`src/rtl/cic_decim_core.sv`:
```
`default_nettype none
// +----------------------------------------------------------------------------+
// | Module   : cic_decim_core                                                  |
// | Purpose  : N-stage CIC decimator for a 1-bit modulator stream. ORDER       |
// |            integrators run on strobed input samples. Decimation is by      |
// |            R = 2^k_act, with k_act taken from the clamped osr_sel. ORDER   |
// |            combs follow, then a variable right shift and saturation to     |
// |            OUT_W bits. The result goes to a valid/ready holding register   |
// |            with a sticky overrun flag.                                     |
// | Revision : 1.0  initial release                                            |
// +----------------------------------------------------------------------------+
// | Ports                                                                      |
// |   clk        in   clock                                                    |
// |   rst_n      in   synchronous active-low reset                             |
// |   osr_sel    in   log2 decimation ratio, clamped to [LOG2_R_MIN,LOG2_R_MAX]|
// |   in_valid   in   data_in carries a new modulator sample                   |
// |   data_in    in   modulator bit (0/1)                                      |
// |   out_data   out  decimated, scaled, saturated sample                      |
// |   out_valid  out  out_data holds an unconsumed sample                       |
// |   out_ready  in   consumer takes out_data when out_valid && out_ready       |
// |   settling   out  filter restarted; early results are being discarded      |
// |   overrun    out  sticky: an unconsumed sample was overwritten             |
// |   ovr_clr    in   clears overrun (a coincident set wins)                    |
// +----------------------------------------------------------------------------+
module cic_decim_core #(
  parameter int ORDER      = 3,
  parameter int LOG2_R_MAX = 9,
  parameter int LOG2_R_MIN = 4,
  parameter int OUT_W      = 12
) (
  input  logic                            clk,
  input  logic                            rst_n,
  input  logic [$clog2(LOG2_R_MAX+1)-1:0] osr_sel,
  input  logic                            in_valid,
  input  logic                            data_in,
  output logic [OUT_W-1:0]                out_data,
  output logic                            out_valid,
  input  logic                            out_ready,
  output logic                            settling,
  output logic                            overrun,
  input  logic                            ovr_clr
);

  localparam int SEL_W = $clog2(LOG2_R_MAX + 1);
  // Wide enough to hold the full-scale response 2^(ORDER*LOG2_R_MAX) exactly.
  localparam int W     = ORDER * LOG2_R_MAX + 1;
  localparam int CNT_W = LOG2_R_MAX;
  localparam int SH_W  = $clog2(W + 1);
  localparam int SET_W = $clog2(ORDER + 1);

  // --------------------------------------------------------------------------
  // Elaboration-time parameter sanity
  // --------------------------------------------------------------------------
  generate
    if (ORDER < 1 || ORDER > 5) begin : g_chk_order
      $error("cic_decim_core: ORDER must be within 1..5");
    end
    if (LOG2_R_MIN < 1 || LOG2_R_MIN > LOG2_R_MAX) begin : g_chk_range
      $error("cic_decim_core: need 1 <= LOG2_R_MIN <= LOG2_R_MAX");
    end
    if (ORDER * LOG2_R_MIN < OUT_W) begin : g_chk_outw
      $error("cic_decim_core: ORDER*LOG2_R_MIN must be >= OUT_W");
    end
  endgenerate

  // --------------------------------------------------------------------------
  // Declarations
  // --------------------------------------------------------------------------
  logic [SEL_W-1:0] k_act;
  logic [SEL_W-1:0] osr_clamped;
  logic             restart;

  logic [CNT_W-1:0] smp_cnt;
  logic [CNT_W-1:0] cnt_last;
  logic             strobe;

  logic [W-1:0]     integ     [ORDER];
  logic [W-1:0]     integ_nxt [ORDER];
  logic [W-1:0]     comb_dly  [ORDER];
  logic [W-1:0]     comb_x    [ORDER+1];

  logic             strobe_d;
  logic             comb_vld;
  logic [W-1:0]     comb_out;

  logic [SH_W-1:0]  shift_amt;
  logic [W-1:0]     shifted;
  logic [OUT_W-1:0] sat_val;
  logic             scl_vld;
  logic [OUT_W-1:0] scl_data;

  logic [SET_W-1:0] settle_cnt;
  logic             settle_last;
  logic             deliver;

  // --------------------------------------------------------------------------
  // Ratio selection and restart detection
  // --------------------------------------------------------------------------
  always_comb begin
    osr_clamped = osr_sel;
    if (osr_sel < SEL_W'(LOG2_R_MIN)) begin
      osr_clamped = SEL_W'(LOG2_R_MIN);
    end else if (osr_sel > SEL_W'(LOG2_R_MAX)) begin
      osr_clamped = SEL_W'(LOG2_R_MAX);
    end
  end

  // A ratio change restarts the whole filter on the next edge.
  assign restart = (osr_clamped != k_act);

  // --------------------------------------------------------------------------
  // Sample counter and decimation strobe
  // --------------------------------------------------------------------------
  assign cnt_last = CNT_W'((32'd1 << k_act) - 32'd1);
  assign strobe   = in_valid && (smp_cnt == cnt_last);

  // --------------------------------------------------------------------------
  // Integrators
  // The adders are chained combinationally. The sample accepted on the strobe
  // edge is then already part of the value the combs pick up one cycle later.
  // Wrap-around in W bits is harmless; the combs cancel it.
  // --------------------------------------------------------------------------
  always_comb begin
    integ_nxt[0] = integ[0] + W'(data_in);
    for (int i = 1; i < ORDER; i++) begin
      integ_nxt[i] = integ[i] + integ_nxt[i-1];
    end
  end

  always_ff @(posedge clk) begin
    if (!rst_n || restart) begin
      for (int i = 0; i < ORDER; i++) begin
        integ[i] <= '0;
      end
      smp_cnt <= '0;
    end else if (in_valid) begin
      for (int i = 0; i < ORDER; i++) begin
        integ[i] <= integ_nxt[i];
      end
      smp_cnt <= strobe ? '0 : smp_cnt + CNT_W'(1);
    end
  end

  // --------------------------------------------------------------------------
  // Combs (differential delay 1 at the decimated rate)
  // --------------------------------------------------------------------------
  always_comb begin
    comb_x[0] = integ[ORDER-1];
    for (int i = 0; i < ORDER; i++) begin
      comb_x[i+1] = comb_x[i] - comb_dly[i];
    end
  end

  // Pipeline: strobe edge -> comb register -> scale register -> holding reg.
  always_ff @(posedge clk) begin
    if (!rst_n || restart) begin
      strobe_d <= 1'b0;
      comb_vld <= 1'b0;
      comb_out <= '0;
      for (int i = 0; i < ORDER; i++) begin
        comb_dly[i] <= '0;
      end
    end else begin
      strobe_d <= strobe;
      comb_vld <= strobe_d;
      if (strobe_d) begin
        comb_out <= comb_x[ORDER];
        for (int i = 0; i < ORDER; i++) begin
          comb_dly[i] <= comb_x[i];
        end
      end
    end
  end

  // --------------------------------------------------------------------------
  // Scaling and saturation
  // Gain is 2^(ORDER*k_act). Dropping ORDER*k_act-OUT_W bits leaves full scale
  // exactly one count above the OUT_W range, so the clamp is only ever needed
  // at that single full-scale value.
  // --------------------------------------------------------------------------
  assign shift_amt = SH_W'(ORDER * int'(k_act) - OUT_W);
  assign shifted   = comb_out >> shift_amt;
  assign sat_val   = (|shifted[W-1:OUT_W]) ? {OUT_W{1'b1}} : shifted[OUT_W-1:0];

  always_ff @(posedge clk) begin
    if (!rst_n || restart) begin
      scl_vld  <= 1'b0;
      scl_data <= '0;
    end else begin
      scl_vld <= comb_vld;
      if (comb_vld) begin
        scl_data <= sat_val;
      end
    end
  end

  // --------------------------------------------------------------------------
  // Settling, output holding register and overrun
  // The first ORDER results after a restart still include the ramp from the
  // cleared state, so they are dropped. The (ORDER+1)-th is delivered and
  // clears settling in the same edge.
  // --------------------------------------------------------------------------
  assign settle_last = (settle_cnt == SET_W'(ORDER));
  assign deliver     = scl_vld && !restart && (!settling || settle_last);

  always_ff @(posedge clk) begin
    if (!rst_n) begin
      k_act      <= osr_clamped;
      settling   <= 1'b1;
      settle_cnt <= '0;
      out_data   <= '0;
      out_valid  <= 1'b0;
      overrun    <= 1'b0;
    end else begin
      // A restart leaves the holding register alone; only the filter restarts.
      if (restart) begin
        k_act      <= osr_clamped;
        settling   <= 1'b1;
        settle_cnt <= '0;
      end else if (scl_vld && settling) begin
        if (settle_last) begin
          settling <= 1'b0;
        end else begin
          settle_cnt <= settle_cnt + SET_W'(1);
        end
      end

      // A new result always wins over a same-cycle transfer; valid stays high.
      if (deliver) begin
        out_data  <= scl_data;
        out_valid <= 1'b1;
      end else if (out_valid && out_ready) begin
        out_valid <= 1'b0;
      end

      // Setting has priority over clearing.
      if (deliver && out_valid && !out_ready) begin
        overrun <= 1'b1;
      end else if (ovr_clr) begin
        overrun <= 1'b0;
      end
    end
  end

endmodule
`default_nettype wire

```
`config.mk`:
```
export PLATFORM = sky130hd
export DESIGN_NAME = cic_decim_core
export DESIGN_NICKNAME = d
export VERILOG_FILES = /design/src/rtl/cic_decim_core.sv
export SDC_FILE = /design/constraint.sdc
export NUM_CORES = 1
export LEC_CHECK = 0
export CORE_AREA = 2 2 183 185
export DETAILED_ROUTE_END_ITERATION = 12
export DIE_AREA = 0 0 185 187
export HOLD_SLACK_MARGIN = 0.15
export PLACE_DENSITY = 0.71
export SLEW_MARGIN = 20
export SYNTH_ARGS = -nofsm -noshare
export SYNTH_HDL_FRONTEND = slang
export SYNTH_SLANG_ARGS = --single-unit
```
`constraint.sdc`:
```
create_clock -name clk -period 18.7 [get_ports clk]
set_input_delay 2.805 -clock clk [delete_from_list [all_inputs] [get_ports clk]]
set_output_delay 2.805 -clock clk [all_outputs]
set_load 0.005 [all_outputs]
```
==> results of run 1 <==
## power by group
part           total (W)  switching, W  internal (W)
registers       0.000589    0.00000719      0.000582
logic            0.00111      0.000642      0.000471
clock network   0.000572      0.000232      0.000340
total            0.00227      0.000882       0.00139
## worst max-delay path: cells and delay by family
family / cells / cell delay (ns)
AOI/OAI and AO/OA: 10 / 3.10
buffers and inverters: 2 / 0.58
and+or+nand+nor: 5 / 1.13
adders and majority gates: 3 / 0.87
xor gates and xnor gates: 2 / 0.38
## area by class of cell
type	instances	area share (%)
multi-input combinational	1433	53.9
sequential	241	33.8
clock buffer	30	3.77
tap	448	2.90
inverter	142	2.76
timing repair buffer	33	1.59
clock inverter	22	1.25
## layer usage
| layer | GRT usage (%) | routed length, um | vias up |
|---|---|---|---|
| met2 | 37.4 | 18200 | 240 |
| met4 | 5.95 | 851 | 0 |
| met3 | 2.55 | 1320 | 56 |
| met1 | 29.4 | 17800 | 6480 |
| met5 | 0 | 0 | - |
| li1 | - | - | 6827 |
## metrics by stage
stage | hold WS, ns | power (W) | cell area, um^2 | std cells
6_report | 0.472 | 0.00227 | 19400 | 2349
5_1_grt | 0.501 | 0.00244 | 19400 | 2349
4_1_cts | 0.474 | 0.00228 | 19300 | 2349
3_5_place_dp | 0.464 | 0.00171 | 18400 | 2297
3_3_place_gp | 0.462 | 0.00169 | 18400 | 2297
2_1_floorplan | 0.446 | 0.00149 | 17800 | 1881
## placed cells by master, fill, tap and decap left out, types with 67 or more instances in the layout
cell type	instances
edfxtp_1	172
nand2_1	90
o21ai_0	77
xnor2_1	94
dfxtp_1	68
nor2_1	145
inv_1	138
and2_1	67
ha_1	147
a21oi_1	148
and3_1	111
## cells by family after synthesis
| kind of cell | after synthesis | share of synthesized area, % |
|---|---|---|
| and+or+nand+nor | 598 | 17.5 |
| xor gates and xnor gates | 157 | 7.82 |
| muxes | 78 | 5.91 |
| buffers and inverters | 207 | 4.50 |
| DFF | 241 | 36.9 |
| AOI/OAI and AO/OA | 447 | 16.3 |
| adders and majority gates | 153 | 11.0 |
## synthesized netlist by cell type, types with 11 or more instances
cell type  count  share of area, %
edfxtp_1     172                29
a21oi_1      148               4.2
ha_1         147                10
nor2_1       145               3.1
inv_1        139               2.9
and3_1       111               3.9
xnor2_1       94               4.6
nand2_1       92               1.9
o21ai_0       77               2.2
dfxtp_1       69               7.8
and2_1        68               2.4
xor2_1        62               3.1
a21o_1        52               2.2
clkbuf_1      52               1.1
mux2i_1       52               2.9
nand3_1       37               1.0
nor3_1        30              0.85
nor2b_1       28              0.99
nand2b_1      22              0.77
nand4_1       22              0.77
o21a_1        22              0.93
mux4_2        21               2.7
o21bai_1      19              0.80
a31oi_1       16              0.56
o211ai_1      14              0.59
a211oi_1      11              0.46
## flip-flops by register name (all words and copies together), names as in the netlist
register / cells
integ: 84
settling: 1
comb_vld: 1
out_valid: 1
out_data: 12
scl_vld: 1
comb_dly: 84
settle_cnt: 2
scl_data: 12
smp_cnt: 9
overrun: 1
k_act: 4
strobe_d: 1
comb_out: 28
## final timing paths
kind                                     end  cells past startpoint
worst max register to register  comb_out[26]                     30
worst min-delay path             scl_data[4]                      2
worst max-delay path            integ[0][82]                     22
worst min register to register   scl_data[4]                      2
==> metrics.cfg, run 1 <==
[synthesis]
ys_warn_count = 0
synth_edf_count = 172
synthArstFlopShare_pct = 0
syn-num-nets = 2044
syn_avg_cell_area_um2 = 9.44
synth_cells = 1881
synth_seq_cells = 241
synth_seq_area_share_pct = 36.9
synthFlopType = edfxtp_1
netlist_area_um2 = 17800
synth.distinct_cells = 81

[drt]
wl_per_cell_um = 16.3
ant_nets = 0
drtIter0Drc = 749
dr.pass1.iters = 5
drc = 0
viasPerCell = 5.79
drt_wl_total_um = 38200
vias = 13600

[clock_network]
cts_tree = built
postCtsSetupRepairBufs = 0
clock_latency_ns = 0.56
cts_made_buffers = 28
cts-resized-gates = 0
htreeDepth = 1
cts.sinks = 241
cts_buffer_depth = 3
clkTransAtPathRegs_ns = 0.06
root_buffer = clkbuf_16
ctsHoldBuffers = 0

[finish]
synthToLayoutAreaGrowth_pct = 8.98
drive_gt1_share_pct = 6.00
fin_util_pct = 58.9
fillers = 2875
multi_input_area_um2 = 10400
regArea_um2 = 6550
antenna_cells = 0
nNetsFinal = 2042

[sta]
finalCriticalPeriod_ns = 8.61
final-hold-violation-count = 0
setup_slack_ns = 10.09
finalCritPeriodShare_pct = 46.0
max_freq_ghz = 0.116
max_slew_margin_pct = 31.0
rsz0062_at_grt = no
finalSetupViolCount = 0
slew_viol_final = 0
tightest_slew_ns = 1.03
setup_tns_ns = 0
worst_clock_skew_ns = 0.0175

[die]
start_util_pct = 54.1
die_area_um2 = 34600
fp.dieW_um = 185
io_pins = 25
row_count = 67
dieHeight_um = 187
core_area_um2 = 32900

[setup_path]
worst-r2r-setup-slack_ns = 12.01
crit_top_cell = ha_1
reg2reg_from = integ[0][56]
cp.arrival_ns = 8.89
crit_type = primary input to register
end_kind = register
crit_start = data_in
start_kind = primary input
crit_fanout = 6
crit_slowest_cell = a2111oi_0
max_stage_delay_ns = 0.72
critPathRequiredTime_ns = 18.98
path_cells = clkdlybuf4s50_1 > ha_1 > and4_1 > and3_1 > xor2_1 > ha_1 > a2111oi_0 > inv_1 > a2111oi_0 > a21oi_1 > o21a_1 > o21a_1 > or3_1 > and2_1 > ha_1 > a21oi_1 > o31a_1 > o21ai_0 > o41ai_1 > o21ai_0 > xnor2_1 > nor2_1

[place]
place_congestion = 0.873
portBuffers = 24
dpl_worst_slack_ns = 9.68
hpwl_um = 28000

[global_route]
antenna_found_initial = 0
grt_overflow_total = 0
grt_max_degree = 85
grt_first_pass_wirelength_um = 63200
grt_usage_pct = 21.9
grt_pass1_vias = 12900

[power_and_ir_drop]
vdd_drop_max_mv = 0.0756
p_per_area_nw_per_um2 = 117
p_leak_nw = 8.29

[min_path]
hold_start = scl_data[4]
holdCritPathClass = register to register

[job]
drv_cap = 0

[outcome]
outcome = finished, final reports clean

Power figures use the tool's default switching activity.
==> run 2, diff against run 1 <==
==> constraint.sdc (replaced) <==
create_clock -name clk -period 8.6 [get_ports clk]
set_input_delay 1.29 -clock clk [delete_from_list [all_inputs] [get_ports clk]]
set_output_delay 1.29 -clock clk [all_outputs]
set_load 0.005 [all_outputs]
==> metrics.cfg, run 2 (synthesized netlist as in run 1, its figures left out) <==
[outcome]
outcome = finished, final reports clean

[job]
drv_cap = 0

[drt]
drt_wl_total_um = 38800
wl_per_cell_um = 16.5
vias = 13800
dr.pass1.iters = 5
ant_nets = 0
viasPerCell = 5.86
drc = 0
drtIter0Drc = 782

[sta]
tightest_slew_ns = 1.00
slew_viol_final = 0
hold_ws_ns = 0.472
rsz0062_at_grt = no
worst_clock_skew_ns = 0.0131
max_slew_margin_pct = 32.8
finalCriticalPeriod_ns = 7.06
setup_tns_ns = 0
finalSetupViolCount = 0
max_freq_ghz = 0.142
finalCritPeriodShare_pct = 82.1
final-hold-violation-count = 0

[clock_network]
cts.sinks = 241
root_buffer = clkbuf_16
clkTransAtPathRegs_ns = 0.06
cts_made_buffers = 29
cts-resized-gates = 0
htreeDepth = 1
cts_buffer_depth = 3
ctsHoldBuffers = 0
postCtsSetupRepairBufs = 0
cts_tree = built
clock_latency_ns = 0.58

[finish]
synthToLayoutAreaGrowth_pct = 9.97
final_common_cell = edfxtp_1
fillers = 2837
regArea_um2 = 6550
antenna_cells = 0
largest_registers = comb_dly x84, integ x84, comb_out x28
nNetsFinal = 2043
final_cell_mix = edfxtp_1 (172), a21oi_1 (148), ha_1 (147)
drive_gt1_share_pct = 6.20
multi_input_area_um2 = 10400

[place]
portBuffers = 24
place_congestion = 0.877
hpwl_um = 28100

[power_and_ir_drop]
p_int_w = 0.00320
p_leak_nw = 8.37
p_switching_w = 0.00194
power.share.sequential_pct = 24.9
swShare_pct = 37.7
p_per_area_nw_per_um2 = 263
p_comb_share_pct = 47.0
vdd_drop_max_mv = 0.208
clkPwrFrac_pct = 28.1

[global_route]
grt_pass1_vias = 13000
antenna_found_initial = 0
grt_usage_pct = 22.4
grt_max_degree = 85
grt_first_pass_wirelength_um = 64400
grt_overflow_total = 0

[die]
die_area_um2 = 34600
core_area_um2 = 32900
start_util_pct = 54.1
dieHeight_um = 187
row_count = 67
io_pins = 25
fp.dieW_um = 185

[setup_path]
crit_fanout = 6
crit_type = primary input to register
cp.arrival_ns = 7.37
end_kind = register
start_kind = primary input
critPathRequiredTime_ns = 8.91

[min_path]
holdCritPathClass = register to register

[run 2: cell types whose count changed in the layout (fill, tap and decap cells not counted), sizes merged]
| cell | before | now |
|---|---|---|
| inv | 140 | 141 |
| bufinv | 4 | 7 |
| clkinv | 16 | 11 |
| clkinvlp | 4 | 3 |
| clkbuf | 30 | 34 |
[run 2: final timing paths]
kind	startpoint	slack, ns	end	cells past startpoint
worst max-delay path	data_in	1.54	integ[0][82]	22
worst min register to register	scl_data[4]	0.47	scl_data[4]	2
worst max register to register	integ[0][56]	1.96	comb_out[26]	30
worst min-delay path	scl_data[4]	0.47	scl_data[4]	2
[run 2: area by class of cell]
cell class | instances | share of cell area (%)
clock buffers | 34 | 4.30
clock inverters | 20 | 1.57
inverters | 142 | 2.74
multi-input cells | 1433 | 53.4
flip-flops and latches | 241 | 33.5
well taps | 448 | 2.87
repair buffers | 33 | 1.58
[run 2: power by group through the flow]
stage          Clock (W)  Sequential, W  Combinational (W)
2_1_floorplan          0        0.00130            0.00195
3_3_place_gp           0        0.00131            0.00238
3_5_place_dp           0        0.00131            0.00240
4_1_cts          0.00147        0.00128            0.00241
5_1_grt          0.00152        0.00128            0.00270
6_report         0.00145        0.00128            0.00242
[run 2: routing by layer]
layer  part of all wire, %  vias up  wire (um)  GRT usage (%)
li1                      -     6841          -              -
met1                    47     6562      18100           30.4
met2                    47      291      18100           36.8
met3                   3.6       80       1410           2.76
met5                     0        -          0              0
met4                   3.0        0       1180           8.00
[run 2: stage by stage]
stage,setup WS [ns],instances,util [%],area [um^2],power [W]
floorplan,2.48,1881,-,17800,0.00325
global placement,1.33,2297,55.9,18400,0.00368
detailed placement,1.08,2297,55.9,18400,0.00370
CTS,1.60,2351,59.4,19500,0.00517
global route,1.03,2351,59.4,19500,0.00551
finish,1.54,2351,59.4,19500,0.00514
[run 2: critical path, stage by stage]
cell             delay, ns
clkdlybuf4s50_1       0.48
ha_1                  0.23
and4_1                0.29
and3_1                0.27
xor2_1                0.21
ha_1                  0.33
a2111oi_0             0.50
inv_1                 0.13
a2111oi_0             0.77
a21oi_1               0.21
o21a_1                0.23
o21a_1                0.17
or3_1                 0.32
and2_1                0.17
ha_1                  0.33
a21oi_1               0.14
o31a_1                0.17
o21ai_0               0.13
o41ai_1               0.51
o21ai_0               0.23
xnor2_1               0.18
nor2_1                0.05
==> run 3, diff against run 2 <==
==> constraint.sdc (replaced) <==
create_clock -name clk -period 7.2 [get_ports clk]
set_input_delay 1.08 -clock clk [delete_from_list [all_inputs] [get_ports clk]]
set_output_delay 1.08 -clock clk [all_outputs]
set_load 0.005 [all_outputs]
==> metrics.cfg, run 3 (synthesized netlist as in run 1, its figures left out) <==
[outcome]
outcome = finished, final reports clean

[die]
io_pins = 25
dieHeight_um = 187
die_area_um2 = 34600
row_count = 67
start_util_pct = 54.1
core_area_um2 = 32900
fp.dieW_um = 185

[setup_path]
crit_slowest_cell = a2111oi_0
worst-r2r-setup-slack_ns = 0.65
start_kind = primary input
crit_top_cell = ha_1
end_kind = register
crit_type = primary input to register
path_cells = clkdlybuf4s50_1 > ha_1 > and4_1 > and3_1 > xor2_1 > ha_1 > a2111oi_0 > inv_1 > a2111oi_0 > buf_4 > a21oi_1 > o21a_1 > o21a_1 > or3_1 > and2_1 > ha_1 > a21oi_1 > o31a_1 > o21ai_0 > o41ai_1 > o21ai_0 > xnor2_1 > nor2_1
max_stage_delay_ns = 0.54
crit_fanout = 6
cp.arrival_ns = 6.86
reg2reg_from = integ[0][56]
critPathRequiredTime_ns = 7.49
ff2ff_path_depth = 27
r2r_end = comb_out[26]

[sta]
finalCritPeriodShare_pct = 91.3
max_slew_margin_pct = 28.8
slew_viol_final = 0
setup_tns_ns = 0
setup_slack_ns = 0.624
finalCriticalPeriod_ns = 6.58
worst_clock_skew_ns = 0.0176
max_freq_ghz = 0.152
rsz0062_at_grt = no
final-hold-violation-count = 0
finalSetupViolCount = 0
tightest_slew_ns = 1.07

[finish]
final_cell_mix = edfxtp_1 (172), a21oi_1 (148), ha_1 (147)
fin_util_pct = 59.1
antenna_cells = 0
largest_registers = comb_dly x84, integ x84, comb_out x28
final_common_cell = edfxtp_1
drive_gt1_share_pct = 5.88
final_area_um2 = 19400
synthToLayoutAreaGrowth_pct = 9.34
nNetsFinal = 2045

[min_path]
hold_start = scl_data[4]
holdCritPathClass = register to register
worstHoldEndpoint = scl_data[4]
hold_depth = 2

[place]
dpl_worst_slack_ns = 0.162
hpwl_um = 27700
portBuffers = 24
placed_area_um2 = 18400
place_congestion = 0.862

[clock_network]
cts_tree = built
cts_buffer_depth = 3
htreeDepth = 1
cts.sinks = 241
root_buffer = clkbuf_16
clkTransAtPathRegs_ns = 0.06
postCtsSetupRepairBufs = 0
ctsHoldBuffers = 0
cts-resized-gates = 0
clock_latency_ns = 0.56
cts_made_buffers = 29

[drt]
drc = 0
dr.pass1.iters = 5
viasPerCell = 5.84
wl_per_cell_um = 16.4
vias = 13700
ant_nets = 0
drt_wl_total_um = 38500
drtIter0Drc = 755

[power_and_ir_drop]
swShare_pct = 38.5
p_leak_nw = 8.33
total_power_w = 0.00599
p_int_w = 0.00368
p_switching_w = 0.00230
power.share.sequential_pct = 25.6
p_comb_share_pct = 48.7
p_per_area_nw_per_um2 = 308
clkPwrFrac_pct = 25.7
vdd_drop_max_mv = 0.194

[global_route]
grt_pass1_vias = 13200
antenna_found_initial = 0
grt_max_degree = 85
grt_first_pass_wirelength_um = 64400
grt_overflow_total = 0
grt_usage_pct = 22.2

[job]
drv_cap = 0

run 3: changes by cell type in the layout (fill, tap and decap cells not counted):
cell,before,now
bufinv_16,7,4
inv_1,137,138
clkinv_1,3,4
clkinv_2,7,5
buf_4,9,10
clkbuf_1,0,5
buf_12,0,1
inv_4,1,2
clkbuf_16,33,31
clkbuf_8,1,2
clkinvlp_4,3,1
inv_16,1,0
run 3: critical path, delay by kind of cell:
kind,cells,cell delay [ns]
compound gates,10,2.65
simple gates,5,1.09
fa+ha+maj,3,0.85
buf+inv,3,0.79
xor+xnor,2,0.38
run 3: layout make-up:
| class | instances | area [um^2] |
|---|---|---|
| inverters | 142 | 534 |
| fillers | 2888 | 13400 |
| flip-flops and latches | 241 | 6550 |
| well taps | 448 | 561 |
| clock buffers | 38 | 822 |
| clock inverters | 15 | 185 |
| repair buffers | 35 | 335 |
| multi-input cells | 1433 | 10400 |
run 3: stage by stage:
step                      hold slack [ns]  std cells
final                               0.472       2352
after global routing                0.496       2352
after CTS                           0.475       2352
after detailed placement            0.462       2299
after global placement              0.460       2299
after floorplan                     0.446       1881
run 3: worst max-delay path by stage:
| stage | from | cells past startpoint | to | slack, ns |
|---|---|---|---|---|
| 2_1_floorplan | data_in | 21 | integ[0][82] | 1.29 |
| 3_3_place_gp | data_in | 23 | integ[0][82] | 0.31 |
| 3_5_place_dp | data_in | 23 | integ[0][82] | 0.16 |
| 4_1_cts | data_in | 23 | integ[0][82] | 0.70 |
| 5_1_grt | integ[0][56] | 30 | comb_out[26] | 0.09 |
| 6_report | data_in | 23 | integ[0][82] | 0.62 |
run 3: power groups by stage:
stage                     Clock (W)  Sequential (W)  Combinational, W
after global placement            0         0.00156           0.00284
after CTS                   0.00156         0.00153           0.00290
after floorplan                   0         0.00155           0.00233
final                       0.00154         0.00153           0.00292
after global routing        0.00162         0.00153           0.00324
after detailed placement          0         0.00156           0.00288
run 3: metal layers:
metal	GRT usage (%)	part of all wire [%]	vias to the layer above
met5	0	0	-
met4	5.98	2.6	0
met3	2.20	3.2	68
met2	38.4	48	235
met1	29.6	47	6596
li1	-	-	6839
